<file path="src/rtl/rbr_if.sv">
// Write port and handshaked read port of the register bank reader.
interface rbr_if #(
  parameter int DATA_WIDTH = 11,
  parameter int ADDR_WIDTH = 3
);
  logic                  rbr_wr;
  logic [ADDR_WIDTH-1:0] rbr_wr_addr;
  logic [DATA_WIDTH-1:0] rbr_in;
  logic                  rbr_rd_req;
  logic [ADDR_WIDTH-1:0] rbr_rd_addr;
  logic                  rbr_rd_busy;
  logic [DATA_WIDTH-1:0] rbr_out;
  logic                  rbr_out_valid;
  logic                  rbr_out_ack;

  modport master (
    output rbr_wr, rbr_wr_addr, rbr_in,
    output rbr_rd_req, rbr_rd_addr, rbr_out_ack,
    input  rbr_rd_busy, rbr_out, rbr_out_valid
  );

  modport slave (
    input  rbr_wr, rbr_wr_addr, rbr_in,
    input  rbr_rd_req, rbr_rd_addr, rbr_out_ack,
    output rbr_rd_busy, rbr_out, rbr_out_valid
  );
endinterface

</file>
<file path="src/rtl/reg_bank_reader.sv">
// Flop register bank with a registered, held read port.
// RBR_BYPASS_EN: same-address write data forwards into a read capture.
module reg_bank_reader #(
  parameter int DATA_WIDTH = 11,
  parameter int ADDR_WIDTH = 3
) (
  input logic clock,
  input logic rbr_reset,
  rbr_if.slave bus
);
  localparam int DEPTH = 2 ** ADDR_WIDTH;

  typedef enum logic {
    IDLE = 1'b0,
    HOLD = 1'b1
  } state_t;

  state_t                state;
  state_t                next_state;
  logic [DATA_WIDTH-1:0] mem [DEPTH];
  logic [DATA_WIDTH-1:0] out_q;
  logic [DATA_WIDTH-1:0] rd_word;
  logic                  capture;
  logic                  valid;
  logic                  busy;

  always_ff @(posedge clock) begin
    if (rbr_reset) state <= IDLE;
    else           state <= next_state;
  end

  always_comb begin
    next_state = state;
    capture    = 1'b0;
    valid      = 1'b0;
    busy       = 1'b0;
    unique case (state)
      IDLE: begin
        if (bus.rbr_rd_req) begin
          capture    = 1'b1;
          next_state = HOLD;
        end
      end
      HOLD: begin
        valid = 1'b1;
        busy  = ~bus.rbr_out_ack;
        if (bus.rbr_out_ack) begin
          capture    = bus.rbr_rd_req;
          next_state = bus.rbr_rd_req ? HOLD : IDLE;
        end
      end
      default: next_state = IDLE;
    endcase
  end

`ifdef RBR_BYPASS_EN
  always_comb begin
    rd_word = mem[bus.rbr_rd_addr];
    if (bus.rbr_wr && bus.rbr_wr_addr == bus.rbr_rd_addr)
      rd_word = bus.rbr_in;
  end
`else
  always_comb begin
    rd_word = mem[bus.rbr_rd_addr];
  end
`endif

  always_ff @(posedge clock) begin
    if (rbr_reset) begin
      for (int i = 0; i < DEPTH; i++) mem[i] <= '0;
    end else if (bus.rbr_wr) begin
      mem[bus.rbr_wr_addr] <= bus.rbr_in;
    end
  end

  // Capture is frozen outside an accepted request, so rewrites never leak out.
  always_ff @(posedge clock) begin
    if (rbr_reset)    out_q <= '0;
    else if (capture) out_q <= rd_word;
  end

  assign bus.rbr_out       = out_q;
  assign bus.rbr_out_valid = valid;
  assign bus.rbr_rd_busy   = busy;
endmodule

</file>
<file path="src/flat_wrapper.sv">
// flat-port wrapper written by rule: the top's interface ports become plain ports
module reg_bank_reader_flat 
#(
  parameter int DATA_WIDTH = 11,
  parameter int ADDR_WIDTH = 3
)
  (clock, rbr_reset, bus_rbr_wr, bus_rbr_wr_addr, bus_rbr_in, bus_rbr_rd_req, bus_rbr_rd_addr, bus_rbr_out_ack, bus_rbr_rd_busy, bus_rbr_out, bus_rbr_out_valid);
  rbr_if #(.DATA_WIDTH(DATA_WIDTH), .ADDR_WIDTH(ADDR_WIDTH)) bus_i ();
  input logic clock;
  input logic rbr_reset;
  input wire logic [$bits(bus_i.rbr_wr)-1:0] bus_rbr_wr;
  input wire logic [$bits(bus_i.rbr_wr_addr)-1:0] bus_rbr_wr_addr;
  input wire logic [$bits(bus_i.rbr_in)-1:0] bus_rbr_in;
  input wire logic [$bits(bus_i.rbr_rd_req)-1:0] bus_rbr_rd_req;
  input wire logic [$bits(bus_i.rbr_rd_addr)-1:0] bus_rbr_rd_addr;
  input wire logic [$bits(bus_i.rbr_out_ack)-1:0] bus_rbr_out_ack;
  output wire logic [$bits(bus_i.rbr_rd_busy)-1:0] bus_rbr_rd_busy;
  output wire logic [$bits(bus_i.rbr_out)-1:0] bus_rbr_out;
  output wire logic [$bits(bus_i.rbr_out_valid)-1:0] bus_rbr_out_valid;
  assign bus_i.rbr_wr = bus_rbr_wr;
  assign bus_i.rbr_wr_addr = bus_rbr_wr_addr;
  assign bus_i.rbr_in = bus_rbr_in;
  assign bus_i.rbr_rd_req = bus_rbr_rd_req;
  assign bus_i.rbr_rd_addr = bus_rbr_rd_addr;
  assign bus_i.rbr_out_ack = bus_rbr_out_ack;
  assign bus_rbr_rd_busy = bus_i.rbr_rd_busy;
  assign bus_rbr_out = bus_i.rbr_out;
  assign bus_rbr_out_valid = bus_i.rbr_out_valid;
  reg_bank_reader #(.DATA_WIDTH(DATA_WIDTH), .ADDR_WIDTH(ADDR_WIDTH)) u_core (.clock(clock), .rbr_reset(rbr_reset), .bus(bus_i));
endmodule
</file>
<file path="config.mk">
export PLATFORM = sky130hd
export DESIGN_NAME = reg_bank_reader_flat
export DESIGN_NICKNAME = d
export VERILOG_FILES = /design/src/rtl/rbr_if.sv /design/src/rtl/reg_bank_reader.sv /design/src/flat_wrapper.sv
export SDC_FILE = /design/constraint.sdc
export NUM_CORES = 1
export LEC_CHECK = 0
export CORE_MARGIN = 2
export CORE_UTILIZATION = 35
export CTS_CLUSTER_DIAMETER = 80
export DETAILED_ROUTE_END_ITERATION = 6
export DONT_BUFFER_PORTS = 1
export PLACE_DENSITY = 0.45
export SLEW_MARGIN = 30
export SYNTH_ARGS = -nofsm -noshare
export SYNTH_HDL_FRONTEND = slang
export SYNTH_SLANG_ARGS = --single-unit
</file>
<file path="constraint.sdc">
create_clock -name clock -period 2.1 [get_ports clock]
set_input_delay 0.105 -clock clock [delete_from_list [all_inputs] [get_ports clock]]
set_output_delay 0.105 -clock clock [all_outputs]
set_load 0.01 [all_outputs]
</file>
# After elaboration in Yosys (flattened, before gate mapping)
# Memory sizes are Yosys's and may differ from the RTL's. A register that Yosys moved wholly into a read port is not among the register bits.
# Index checks and enable logic that the tools add are counted.
word_totals:
  memories: 1
  reg_bits: 1
  in_bits: 22
  mem_bits_rw: 88
  output_inout_bits: 13
memory_table:
  columns: ["name", "depth", "word_bits", "read_ports", "rd_clocked_by_memory_dff", "wr", "line_no", "rtl"]
  rows:
  - ["u_core.mem", 8, 11, 1, 1, 8, "reg_bank_reader.sv:20", "logic [DATA_WIDTH-1:0] mem [DEPTH];"]
op_classes:
  n_mux: 15
  n_bitwise: 2
  n_reduce_logical: 1
ops:
  columns: ["op", "n"]
  rows:
  - ["$mux W1", 11]
  - ["$mux W11", 1]
  - ["$reduce_or A11 Y1", 1]
  - ["$pmux W1 S2", 2]
  - ["$mux W3", 1]
  - ["$not A1 Y1", 2]

# Longest topological paths before layout
# Gate-level depths: netlist (run 1).
depth:
  depth_word: 5
  ltp_mapped: 5

# Least setup slack after synthesis (run 1)
# Ideal clock, no wire load.
synth_path:
  path_kind: "input-to-reg"
  start: "input port bus_rbr_wr_addr[0]"
  end: "memory u_core.mem[0][0] (enable)"
  arrival_ns: 0.924
  setup_slack_ns: 0.858
  path_stages: 3
  required_time_ns: 1.782
  path_buffers: 0
  path_cell_list: "or3b_4 nor3_4 or2_2"
synth_lines:
  columns: ["element", "line_no", "rtl"]
  rows:
  - ["from (decl)", "flat_wrapper.sv:12", "input wire logic [$bits(bus_i.rbr_wr_addr)-1:0] bus_rbr_wr_addr;"]
  - ["to (decl)", "reg_bank_reader.sv:20", null]

# Final worst setup path (run 1)
layout_path:
  start: "register u_core.state"
  end: "register u_core.state"
layout_via:
  elab_chain_len: 2
layout_lines:
  columns: ["element", "line_no", "rtl"]
  rows:
  - ["from (decl)", "reg_bank_reader.sv:18", "state_t state;"]
  - ["from (signal assigned)", "reg_bank_reader.sv:29", "else state <= next_state;"]
  - ["$not A1 Y1", "reg_bank_reader.sv:37", "unique case (state)"]
  - ["$pmux W1 S2 *", "reg_bank_reader.sv:37", null]
# Every way passes the cells marked *; elsewhere a longest branch is shown, timed or not.
# A chain may end at the register's enable or synchronous reset.

==> flow_results.org, run 1 <==
** GRT
- Overall fraction of global-route tracks in use :: 15.8%
- The first global-routing pass estimated 15,100 um of wire.
- Maximum number of pins on one net before global-route repair :: 45
- GR peak layer :: met2
- Total gr overflow :: 0
- The initial antenna violation count is 0.
- Met2 track utilization from global routing :: 23.6%
- The via count of the first global-routing pass came to 2,519.
- In the global route stage, met1 resource usage came out at 22.0%.
- Met3 usage in global routing :: 3.81%

** Logic synthesis
- Most common cell in the netlist :: sky130_fd_sc_hd__edfxtp_1
- Mapped cell area :: 4490 um2
- Synth Instances :: 316
- In the synthesized netlist the dominant register cell turns out to be sky130_fd_sc_hd__edfxtp_1.
- The Yosys step of the flow raised 0 warnings.
- Sequential elements use 64.3% of the synthesized area.
- Count of flip-flops with a built-in enable after synthesis :: 88
- Top cells by area, synth :: sky130_fd_sc_hd__edfxtp_1 (59%), sky130_fd_sc_hd__and2_1 (11%), sky130_fd_sc_hd__mux2i_1 (9.8%)
- The number of different library cells used by synthesis comes to 24.
- Summed over all instances, the cell type with the most area after synthesis is sky130_fd_sc_hd__edfxtp_1.
- Number of nets in the synthesized netlist :: 338
- Synthesis inferred 100 register bits.
- After synthesis, the largest area contributor takes up 58.9% of total cell area.
- Ranked by instance count, the synthesized netlist is headed by sky130_fd_sc_hd__edfxtp_1 (88), sky130_fd_sc_hd__and2_1 (78), sky130_fd_sc_hd__mux2i_1 (44).
- Async S/R FF share, synth :: 0%
- Syn avg cell area :: 14.2 um2

** Placed design
- Final estimated routing congestion in global placement :: 0.736
- Post-detailed-placement cell area :: 4660 um2
- Number of I/O port buffers :: 0
- HPWL Detailed :: 6640 um
- Cell total after placement :: 480

** STA
- Max Slew Vio Count :: 0
- The number of hold violations in the final report came to 0.
- The worst path uses 64.0% of the clock period.
- Finish-stage setup viols :: 0
- Setup total negative slack on the finished layout was measured at 0 ps.
- Setup repair after global routing left no endpoint under its margin.
- The clock period could shrink to 1340 ps.
- Achievable Freq :: 744 MHz
- For the final database, setup skew stands at 3.47 ps.
- Tightest Pin Transition :: 506 ps
- In this run the tightest slew margin relative to its limit is 66.3%.

** Clocking
- Maximum level of the CTS H-tree :: 3
- In this run, post-CTS hold repair placed 13 buffers.
- Buffers inserted during post-CTS setup optimization :: 0
- TritonCTS created 9 clock buffers.
- The number of gates resized after CTS was 0.
- In this run the clock root is driven by a sky130_fd_sc_hd__clkbuf_16.
- Number of clock sinks seen by CTS :: 100
- Clock-pin slew was measured on the worst setup and hold paths at 60 ps.
- For the worst-skew pair, the clock arrives at the later sink with an insertion delay of 340 ps.
- TritonCTS built the clock tree.
- In this run the deepest clock path goes through 2 buffers.

** Die
- The region available for standard cell placement spans 12,600 um2.
- The initial utilization of the core area, before any placement, comes to 35.7%.
- The floorplan has 41 rows.
- Die ar. :: 13,700 um2
- Number of primary I/O pins :: 35
- From bottom edge to top edge, the die measures 117 um.
- Floorplan die width :: 117 um

** Detailed routing
- DRT Pass-1 Iters :: 4
- In the final routed layout, each cell accounts on average for 19.7 um.
- Using the TritonRoute via totals, the vias-per-cell ratio works out to 4.80.
- After the first detailed-routing iteration, the DRC count stood at 103.
- Routed vias :: 2,445
- For this run, design rule violations remaining after detail routing come to 0.
- After detailed routing, the total wire length is 10,000 um.
- Remaining antenna violation count :: 0

** Outcome
- Outcome :: completed

** Job
- Max-cap violations in this run came to 0.

** Power
- Leakage power summed over all cells :: 0.00188 uW
- Summed over all nets, the switching power comes to 913 uW.
- Relative contribution of combinational cells to total power :: 6.5%
- IR analysis of the VDD net gives a maximum drop of 0.325 mV.
- Cell internal pwr :: 3440 uW
- Share of total power in the clock network :: 39.5%
- Net switching is 21.0% of the power.
- Total power per unit cell area :: 855 nW/um2
- Power share of the sequential group :: 53.9%

** Layout
- Layout cells sized above 1 :: 14.5%
- Design area :: 5090 um2
- Final antenna diode count :: 0
- Number of nets in the layout :: 354
- At the end of the flow the core is filled with cells to 40.5%.
- After the flow finishes, the layout carries non-filler instances totaling 509.
- Compared with the post-synthesis result, the final layout area differs by 13.6%.

** Critical path
- R2R depth :: 5
- Crit Path Max Fanout :: 3
- The worst register-to-register path begins at u_core.state.
- Data on the critical path arrives at its endpoint at 1630 ps.
- The worst setup path is launched from a register.
- Critical path capture point type :: register
- Internal reg-to-reg setup slack :: 760 ps
- For the worst setup path, the data required time is 2390 ps.
- In this run the critical register-to-register path is captured at u_core.state.
- Kind of critical path :: reg2reg

** Min path
- The path with the worst hold slack has its endpoint at u_core.bus.rbr_out[10].
- The tightest min-delay check is of the in2reg type.
- Number of cells traversed by the worst hold path :: 3
- Beginning of the worst hold path :: bus_rbr_rd_addr[0]
[through the flow]
step | total power [uW] | hold WS, ps | worst slack (ps)
global placement | 2630 | 182 | 570
detailed placement | 2640 | 186 | 529
finish | 4350 | 170 | 755
global route | 4500 | 175 | 666
floorplan | 2580 | 226 | 858
CTS | 4400 | 167 | 751
[area by class of cell]
type / count / area, um2
clock inverter: 7 / 81.3
sequential: 100 / 2880
fill: 1149 / 7470
multi-input combinational: 195 / 1470
inverter: 1 / 3.75
timing repair buffer: 25 / 220
tap: 172 / 215
clock buffer: 9 / 225
[routing by layer]
metal,wire length [um],share of wire [%],up-vias
met5,0,0,-
met4,138,1.4,0
met3,548,5.5,9
met2,4600,46,52
met1,4730,47,1199
li1,-,-,1185
[power groups by stage]
stage | Clock (uW) | Combinational, uW | Sequential, uW
after global placement | 0 | 243 | 2390
final | 1720 | 285 | 2350
after floorplan | 0 | 207 | 2370
after detailed placement | 0 | 245 | 2390
after CTS | 1760 | 293 | 2350
after global routing | 1830 | 314 | 2360
[critical path: stages (launching register included)]
cell and delay [ps]:
sky130_fd_sc_hd__dfxtp_1 390, sky130_fd_sc_hd__nand2b_1 90, sky130_fd_sc_hd__inv_1 140, sky130_fd_sc_hd__nor2_1 60, sky130_fd_sc_hd__nor2_1 70, sky130_fd_sc_hd__dlygate4sd3_1 540
[flip-flops by register name (all words and copies together), names as in the netlist]
| name | count |
|---|---|
| u_core.bus.rbr_out | 11 |
| u_core.mem | 88 |
| u_core.state | 1 |
[cells in the final DEF, fill, tap and decap left out]
cell / Yosys / layout
sky130_fd_sc_hd__edfxtp_1: 88 / 88
sky130_fd_sc_hd__and2_1: 78 / 78
sky130_fd_sc_hd__mux2i_1: 44 / 44
sky130_fd_sc_hd__a22oi_1: 22 / 22
sky130_fd_sc_hd__dlygate4sd3_1: 0 / 13
sky130_fd_sc_hd__buf_4: 4 / 12
sky130_fd_sc_hd__dfxtp_1: 12 / 12
sky130_fd_sc_hd__a32o_1: 11 / 11
sky130_fd_sc_hd__and2_2: 11 / 11
sky130_fd_sc_hd__clkbuf_16: 0 / 9
sky130_fd_sc_hd__or2_2: 8 / 8
sky130_fd_sc_hd__nor2_1: 6 / 6
sky130_fd_sc_hd__nand2b_1: 3 / 3
sky130_fd_sc_hd__nor2_2: 3 / 3
sky130_fd_sc_hd__clkinv_1: 0 / 3
sky130_fd_sc_hd__nor2b_1: 2 / 2
sky130_fd_sc_hd__bufinv_16: 0 / 2
sky130_fd_sc_hd__clkinv_2: 0 / 2
sky130_fd_sc_hd__or3b_4: 1 / 1
sky130_fd_sc_hd__nand3b_1: 1 / 1
sky130_fd_sc_hd__nor3_1: 1 / 1
sky130_fd_sc_hd__nand2_1: 1 / 1
sky130_fd_sc_hd__nor3_4: 1 / 1
sky130_fd_sc_hd__inv_1: 1 / 1
sky130_fd_sc_hd__nor3b_1: 1 / 1
sky130_fd_sc_hd__a21oi_1: 1 / 1
[kinds of logic (layout without fill, tap and decap cells)]
logic type      count (synthesis)  after routing  synth area share (%)
mux                            44             44                  9.82
compound gates                 34             34                  6.25
simple gates                  117            117                  16.6
buf+inv                        21             42                  3.07
flops                         100            100                  64.3
[worst max-delay path by stage]
stage                            start                to  slack [ps]  cells past startpoint
finish                    u_core.state      u_core.state         760                      5
global route              u_core.state      u_core.state         670                      5
CTS                       u_core.state      u_core.state         750                      5
detailed placement  bus_rbr_wr_addr[0]  u_core.mem[4][7]         530                      3
global placement    bus_rbr_wr_addr[0]  u_core.mem[4][7]         570                      3
floorplan           bus_rbr_wr_addr[0]  u_core.mem[0][0]         860                      3
Power figures use the tool's default switching activity.
==> run 2: changes to the inputs <==
==> constraint.sdc (replaced) <==
create_clock -name clock -period 1.35 [get_ports clock]
set_input_delay 0.0675 -clock clock [delete_from_list [all_inputs] [get_ports clock]]
set_output_delay 0.0675 -clock clock [all_outputs]
set_load 0.01 [all_outputs]
==> flow_results.org, run 2 (same netlist as run 1, synthesis figures left out) <==
** Outcome
- The run finished with clean final reports.

** Critical path
- The worst setup path is launched from a register.
- R2R depth :: 5 (unchanged)
- Internal reg-to-reg setup slack :: 100 ps (-660 ps)
- Crit path required time :: 1640 ps (-750 ps)
- The critical path is of the reg2reg type.
- Critical register-to-register path startpoint :: u_core.state
- Endpoint of the worst-slack reg-to-reg timing path :: u_core.bus.rbr_out[7]
- Crit Path Max Fanout :: 5 (+2)
- The arrival time at the worst endpoint was 1540 ps (-90 ps).
- Critical path capture point type :: register

** Die
- The floorplan die width was 117 um (unchanged).
- The placeable core region was 12,600 um2 (unchanged).
- The overall die area came to 13,700 um2 (unchanged).
- Number of primary I/O pins :: 35 (unchanged)
- Starting density of the core :: 35.7% (unchanged)
- The floorplan die height was 117 um (unchanged).
- The number of rows in the core area was 41 (unchanged).

** GRT
- Total gr overflow :: 0 (unchanged)
- The initial antenna violation count came to 1 (+1).
- Overall fraction of global-route tracks in use :: 16.4% (+0.61 points)
- Maximum number of pins on one net before global-route repair :: 45 (unchanged)
- Wire length of the first global-routing pass :: 15,700 um (+3.5%)
- The via count of the first global-routing pass was 2,537 (+0.71%).

** Layout
- The filler cell count is 1,192 (+3.7%).
- The post-layout net count came to 358 (+1.1%).
- Final antenna diode count :: 0 (unchanged)
- Utilization after layout :: 40.6% (+0.11 points)
- Compared with the post-synthesis result, the final layout area differs by 13.9%.
- The post-route cell area is 5110 um2 (+0.27%).
- Max FFs per register :: 88 (unchanged)
- The filler-free cell count of the finished design came to 513 (+0.79%).
- The ratio of cells with drive above 1 in the final layout is 16.4% (+1.9 points).
- The library cell used most frequently in the layout, excluding fill and tap cells, is sky130_fd_sc_hd__edfxtp_1.
- The top cell types in the final layout, fill and taps aside, are sky130_fd_sc_hd__edfxtp_1 (88), sky130_fd_sc_hd__and2_1 (78), sky130_fd_sc_hd__mux2i_1 (44), sky130_fd_sc_hd__a22oi_1 (22), sky130_fd_sc_hd__buf_4 (15).
- Biggest register :: u_core.mem

** STA
- The number of setup violations in the final report is 0 (unchanged).
- Achievable Freq :: 797 MHz (+7.2%)
- Final worst clock skew :: 6.00 ps (+2.53 ps)
- Worst hold slack :: 141 ps (-29.1 ps)
- Tightest Pin Transition :: 381 ps (-125 ps)
- The number of max-slew violations in the final report was 0 (unchanged).
- The number of hold violations in the final report was 0 (unchanged).
- Min Clock Period, post-route :: 1250 ps (-90.2 ps)
- Portion of the clock cycle consumed by the worst path in the final layout :: 92.9% (+29 points)
- Setup tns final :: 0 ps (unchanged)
- Setup repair after global routing left no endpoint under its margin.
- Worst slew margin relative to its limit :: 74.5% (+8.2 points)

** Detailed routing
- Average wire per standard cell :: 20.8 um (+5.6%)
- Routed vias :: 2,468 (+0.94%)
- The routed length on met1 is 4970 um (+5.1%).
- Highest routed layer :: met5
- Post-DR vias/cell :: 4.81 (+0.15%)
- The total iterations of the first detailed-routing run was 4 (unchanged).
- Met3 routed WL :: 648 um (+18%)
- DRC Markers :: 0 (unchanged)
- Routed met2 length :: 4850 um (+5.5%)
- The residual antenna-violating net count after detailed routing is 0 (unchanged).
- Routed WL :: 10,700 um (+6.4%)
- The number of design-rule violations left by the first detailed-router iteration was 126 (+22%).

** Placed design
- The cell count after placement is 483 (+0.63%).
- The sum of net half-perimeters after detailed placement came to 6780 um (+2.2%).
- Final estimated routing congestion in global placement :: 0.753 (+2.3%)
- The count of input and output buffers came to 0 (unchanged).
- The total cell area at the placement stage is 4680 um2 (+0.48%).

** Clocking
- The root buffer cell chosen for the clock tree is sky130_fd_sc_hd__clkbuf_16.
- The post-CTS clock slew at the launch and capture registers of the worst setup and hold paths came to 70 ps (about the same).
- The number of buffers on the longest clock path came to 2 (unchanged).
- The number of buffers created by CTS came to 9 (unchanged).
- Number of clock sinks seen by CTS :: 100 (unchanged)
- Maximum level of the CTS H-tree :: 3 (unchanged)
- Clk Latency, worst-skew pair :: 340 ps (about the same)
- TritonCTS clock tree :: built

** Min path
- The number of stages on the worst hold path came to 3 (unchanged).
- Worst hold path class :: in2reg
- For hold timing, the worst endpoint is u_core.bus.rbr_out[9].
- In this run the most critical hold path is launched from bus_rbr_rd_addr[0].

** Power
- The leakage power total is 0.00190 uW (+0.81%).
- Total power per unit cell area :: 1280 nW/um2 (+50%)
- The worst vdd rail ir drop is 0.580 mV (+78%).

** Job
- Max-cap check violation count :: 0 (unchanged)
run 2: worst max-delay path, cell delays in order (launching register included):
cell                       delay [ps]
sky130_fd_sc_hd__dfxtp_1          350
sky130_fd_sc_hd__nand2b_1         110
sky130_fd_sc_hd__inv_1             80
sky130_fd_sc_hd__nor3b_4          260
sky130_fd_sc_hd__clkbuf_4         240
sky130_fd_sc_hd__a32o_1           160
run 2: how the worst max path moves through the flow:
stage / start / to / slack [ps] / cells after the start
detailed placement: bus_rbr_wr_addr[0] / u_core.mem[4][9] / 50 / 3
floorplan: bus_rbr_wr_addr[0] / u_core.mem[0][0] / 150 / 3
CTS: u_core.state / u_core.bus.rbr_out[0] / 110 / 5
global placement: bus_rbr_wr_addr[0] / u_core.mem[2][3] / 50 / 3
global route: u_core.state / u_core.bus.rbr_out[8] / 7 / 5
finish: u_core.state / u_core.bus.rbr_out[7] / 100 / 5
run 2: metrics by stage:
| step | setup slack (ps) | total power [uW] |
|---|---|---|
| after floorplan | 145 | 4010 |
| after global placement | 50.5 | 4110 |
| after detailed placement | 54.3 | 4110 |
| after CTS | 114 | 6610 |
| after global routing | 6.99 | 6750 |
| final | 95.5 | 6540 |
run 2: layout make-up:
type,instances,area (um2),share of cell area (%)
well taps,172,215,4.21
multi-input cells,195,1480,28.9
clock buffers,11,254,4.97
inverters,1,3.75,0.0735
repair buffers,29,250,4.90
flip-flops and latches,100,2880,56.4
clock inverters,5,25.0,0.490
run 2: power breakdown:
part	internal, uW	switching [uW]	total (uW)
clock network	1350	1080	2430
registers	3560	86.4	3650
logic	201	264	465
run 2: what timing repair did:
action,4_1_cts,5_1_grt
endpoints found under the hold margin,89,0
hold buffers,13,0
gates resized for setup,0,5
setup buffers,0,0
endpoints found under the setup margin,0,4
run 2: routing by layer:
| metal | GRT usage (%) | vias to the layer above |
|---|---|---|
| met5 | 0 | - |
| met4 | 6.67 | 2 |
| met3 | 3.86 | 14 |
| met2 | 25.6 | 70 |
| met1 | 22.0 | 1187 |
| li1 | - | 1195 |
==> run 3: changes to the inputs <==
==> constraint.sdc (replaced) <==
create_clock -name clock -period 1.3 [get_ports clock]
set_input_delay 0.065 -clock clock [delete_from_list [all_inputs] [get_ports clock]]
set_output_delay 0.065 -clock clock [all_outputs]
set_load 0.01 [all_outputs]
==> flow_results.org, run 3 (same netlist as run 1, synthesis figures left out) <==
** Outcome
- Outcome :: completed

** STA
- Number of hold-slack violations in the final timing report :: 0 (unchanged)
- Max Slew Vio Count :: 0 (unchanged)
- The worst relative slew slack is 73.4% (-1.1 points).
- RSZ-0062 raised after global routing :: false
- The worst clock skew came to 6.26 ps (+0.256 ps).
- Worst hold slack :: 146 ps (+4.62 ps)
- The post-layout minimum cycle time was 1120 ps (-135 ps).
- The top achievable clock speed came to 893 MHz (+12%).
- The number of setup violations in the final report came to 0 (unchanged).
- Portion of the clock cycle consumed by the worst path in the final layout :: 86.1% (-6.8 points)
- Tightest Pin Transition :: 397 ps (+16.3 ps)

** Layout
- The end-of-flow core utilization is 40.6% (-0.070 points).
- The post-layout net count was 358 (unchanged).
- The post-route cell area was 5100 um2 (-0.17%).
- Area taken by multi-input logic gates :: 1470 um2 (-0.42%)
- The number of flip-flops in the largest register came to 88 (unchanged).
- Syn-to-layout area delta :: 13.7%
- The filler-free cell count of the finished design was 514 (+0.19%).
- The register cell area after layout was 2880 um2 (unchanged).
- Biggest register :: u_core.mem
- Most used cells in the layout excluding fill and tap cells :: sky130_fd_sc_hd__edfxtp_1 (88), sky130_fd_sc_hd__and2_1 (78), sky130_fd_sc_hd__mux2i_1 (44), sky130_fd_sc_hd__a22oi_1 (22), sky130_fd_sc_hd__buf_4 (16)
- The ratio of cells with drive above 1 in the final layout was 15.8% (-0.59 points).
- Leaving out fill and tap cells, the most frequent cell in the layout is sky130_fd_sc_hd__edfxtp_1.
- Fill cell count :: 1,197 (+0.42%)

** Die
- Die ar. :: 13,700 um2 (unchanged)
- Starting density of the core :: 35.7% (unchanged)
- The placeable core region is 12,600 um2 (unchanged).
- Number of primary I/O pins :: 35 (unchanged)
- The number of rows in the core area came to 41 (unchanged).
- Vertical die dimension :: 117 um (unchanged)
- The floorplan die width came to 117 um (unchanged).

** Detailed routing
- Average wire per standard cell :: 20.7 um (-0.19%)
- The remaining design rule violation count came to 0 (unchanged).
- The detail-routed via count per cell is 4.84 (+0.61%).
- The number of design-rule violations left by the first detailed-router iteration came to 127 (+0.79%).
- The residual antenna-violating net count after detailed routing came to 0 (unchanged).
- The final routed wirelength across all metal layers came to 10,700 um (unchanged).
- Routed vias :: 2,488 (+0.81%)
- DRT Pass-1 Iters :: 4 (unchanged)

** Critical path
- The critical path required time is 1590 ps (-50 ps).
- The kind of cell with the highest combined delay along the critical path is flip-flops.
- The number of buffer and inverter stages on the critical path came to 2 (unchanged).
- The delay of the slowest cell on the worst path is 320 ps (-30 ps).
- Kind of critical path :: reg2reg
- CP startpoint kind :: register
- STA classifies the critical path endpoint as a register.
- Among all stages on the critical path, the largest delay is contributed by sky130_fd_sc_hd__dfxtp_1.
- The maximum fanout along the worst path came to 11 (+6).
- The arrival time at the worst endpoint came to 1410 ps (-130 ps).
- The critical path goes through nand2b_1, inv_1, nor3b_2, buf_4, a32o_1.

** Placed design
- Post-detailed-placement cell area :: 4690 um2 (+0.16%)
- The sum of net half-perimeters after detailed placement was 6800 um (+0.26%).
- The cell count after placement was 484 (+0.21%).
- Final estimated routing congestion in global placement :: 0.743 (-1.2%)
- Number of I/O port buffers :: 0 (unchanged)

** Clocking
- The number of buffers created by CTS came to 9 (unchanged).
- The post-CTS clock slew at the launch and capture registers of the worst setup and hold paths is 70 ps (about the same).
- TritonCTS clock tree :: built
- Maximum level of the CTS H-tree :: 3 (unchanged)
- In this run the clock root is driven by a sky130_fd_sc_hd__clkbuf_16.
- The number of buffers on the longest clock path came to 2 (unchanged).
- The sink count of the clock tree is 100 (unchanged).
- Clk Latency, worst-skew pair :: 350 ps (about the same)

** Min path
- Worst hold path class :: in2reg

** Power
- Leakage power summed over all cells :: 0.00189 uW (-0.44%)
- Power share of the sequential group :: 55.7% (about the same)
- The total power consumption of the routed design was 6790 uW (+3.8%).
- Total power per unit cell area :: 1330 nW/um2 (+4.0%)
- The internal cell power was 5310 uW (+3.8%).
- The share of power burned in combinational logic came to 7.1% (about the same).
- The reported net switching power is 1490 uW (+3.8%).
- The clock share of power was 37.1% (about the same).
- The worst vdd rail ir drop is 0.573 mV (-1.2%).
- The switching share of power came to 21.9% (about the same).

** GRT
- The wire length of the first global-routing pass came to 16,000 um (+2.2%).
- Maximum number of pins on one net before global-route repair :: 45 (unchanged)
- Initial antenna violation count :: 2 (+1)
- The all-layer global routing usage was 16.9% (+0.51 points).
- Vias in the first global route :: 2,512 (-0.99%)
- Total gr overflow :: 0 (unchanged)

** Job
- The max capacitance violation total is 0 (unchanged).
[run 3: cell count changes in the layout (fill, tap and decap cells not counted)]
| cell | delta |
|---|---|
| sky130_fd_sc_hd__clkinv_2 | -3 |
| sky130_fd_sc_hd__diode_2 | +1 |
| sky130_fd_sc_hd__clkbuf_1 | +2 |
| sky130_fd_sc_hd__buf_4 | +1 |
| sky130_fd_sc_hd__nor3b_4 | -1 |
| sky130_fd_sc_hd__clkbuf_4 | -1 |
| sky130_fd_sc_hd__clkbuf_8 | +2 |
| sky130_fd_sc_hd__nor3b_2 | +1 |
| sky130_fd_sc_hd__clkbuf_16 | -1 |
[run 3: per-layer routing]
layer	up-vias	track usage, %	routed length [um]
met2	64	25.7	4800
met4	2	6.59	187
li1	1196	-	-
met5	-	0	13
met1	1213	23.3	5110
met3	13	4.12	544
[run 3: per-stage QoR]
step / TNS, ps / worst slack [ps]
2_1_floorplan: 0 / 97.9
3_3_place_gp: 0 / 8.13
3_5_place_dp: -152 / -14.8
4_1_cts: 0 / 113
5_1_grt: 0 / 98.5
6_report: 0 / 180
[run 3: worst paths after layout]
kind | from | end | slack (ps) | depth (start not counted)
max | u_core.state | u_core.bus.rbr_out[7] | 180 | 5
min | bus_rbr_rd_addr[0] | u_core.bus.rbr_out[9] | 150 | 3
max reg2reg | u_core.state | u_core.bus.rbr_out[7] | 180 | 5
min reg2reg | u_core.bus.rbr_out[2] | u_core.bus.rbr_out[2] | 550 | 1
[run 3: cell type report]
class / instances / share of cell area, %
repair buffers: 29 / 4.91
clock inverters: 2 / 0.196
multi-input cells: 195 / 28.8
clock buffers: 14 / 5.18
inverters: 1 / 0.0736
flip-flops and latches: 100 / 56.5
diodes: 1 / 0.0491
well taps: 172 / 4.22
[run 3: power groups by stage]
stage	clock network (uW)	registers, uW	logic (uW)
after floorplan	0	3830	334
after global placement	0	3860	415
final	2520	3790	485
after global routing	2680	3810	535
after CTS	2580	3790	497
after detailed placement	0	3860	418
[run 3: what timing repair did]
action	4_1_cts	5_1_grt
setup endpoints to repair	0	11
buffers inserted	0	0
hold buffers	13	0
resized for setup	0	1
hold endpoints to repair	89	0
[run 3: tightest hold or removal path, stage by stage]
cell	delay, ps
sky130_fd_sc_hd__mux2i_1	60
sky130_fd_sc_hd__a22oi_1	160
sky130_fd_sc_hd__a32o_1	170
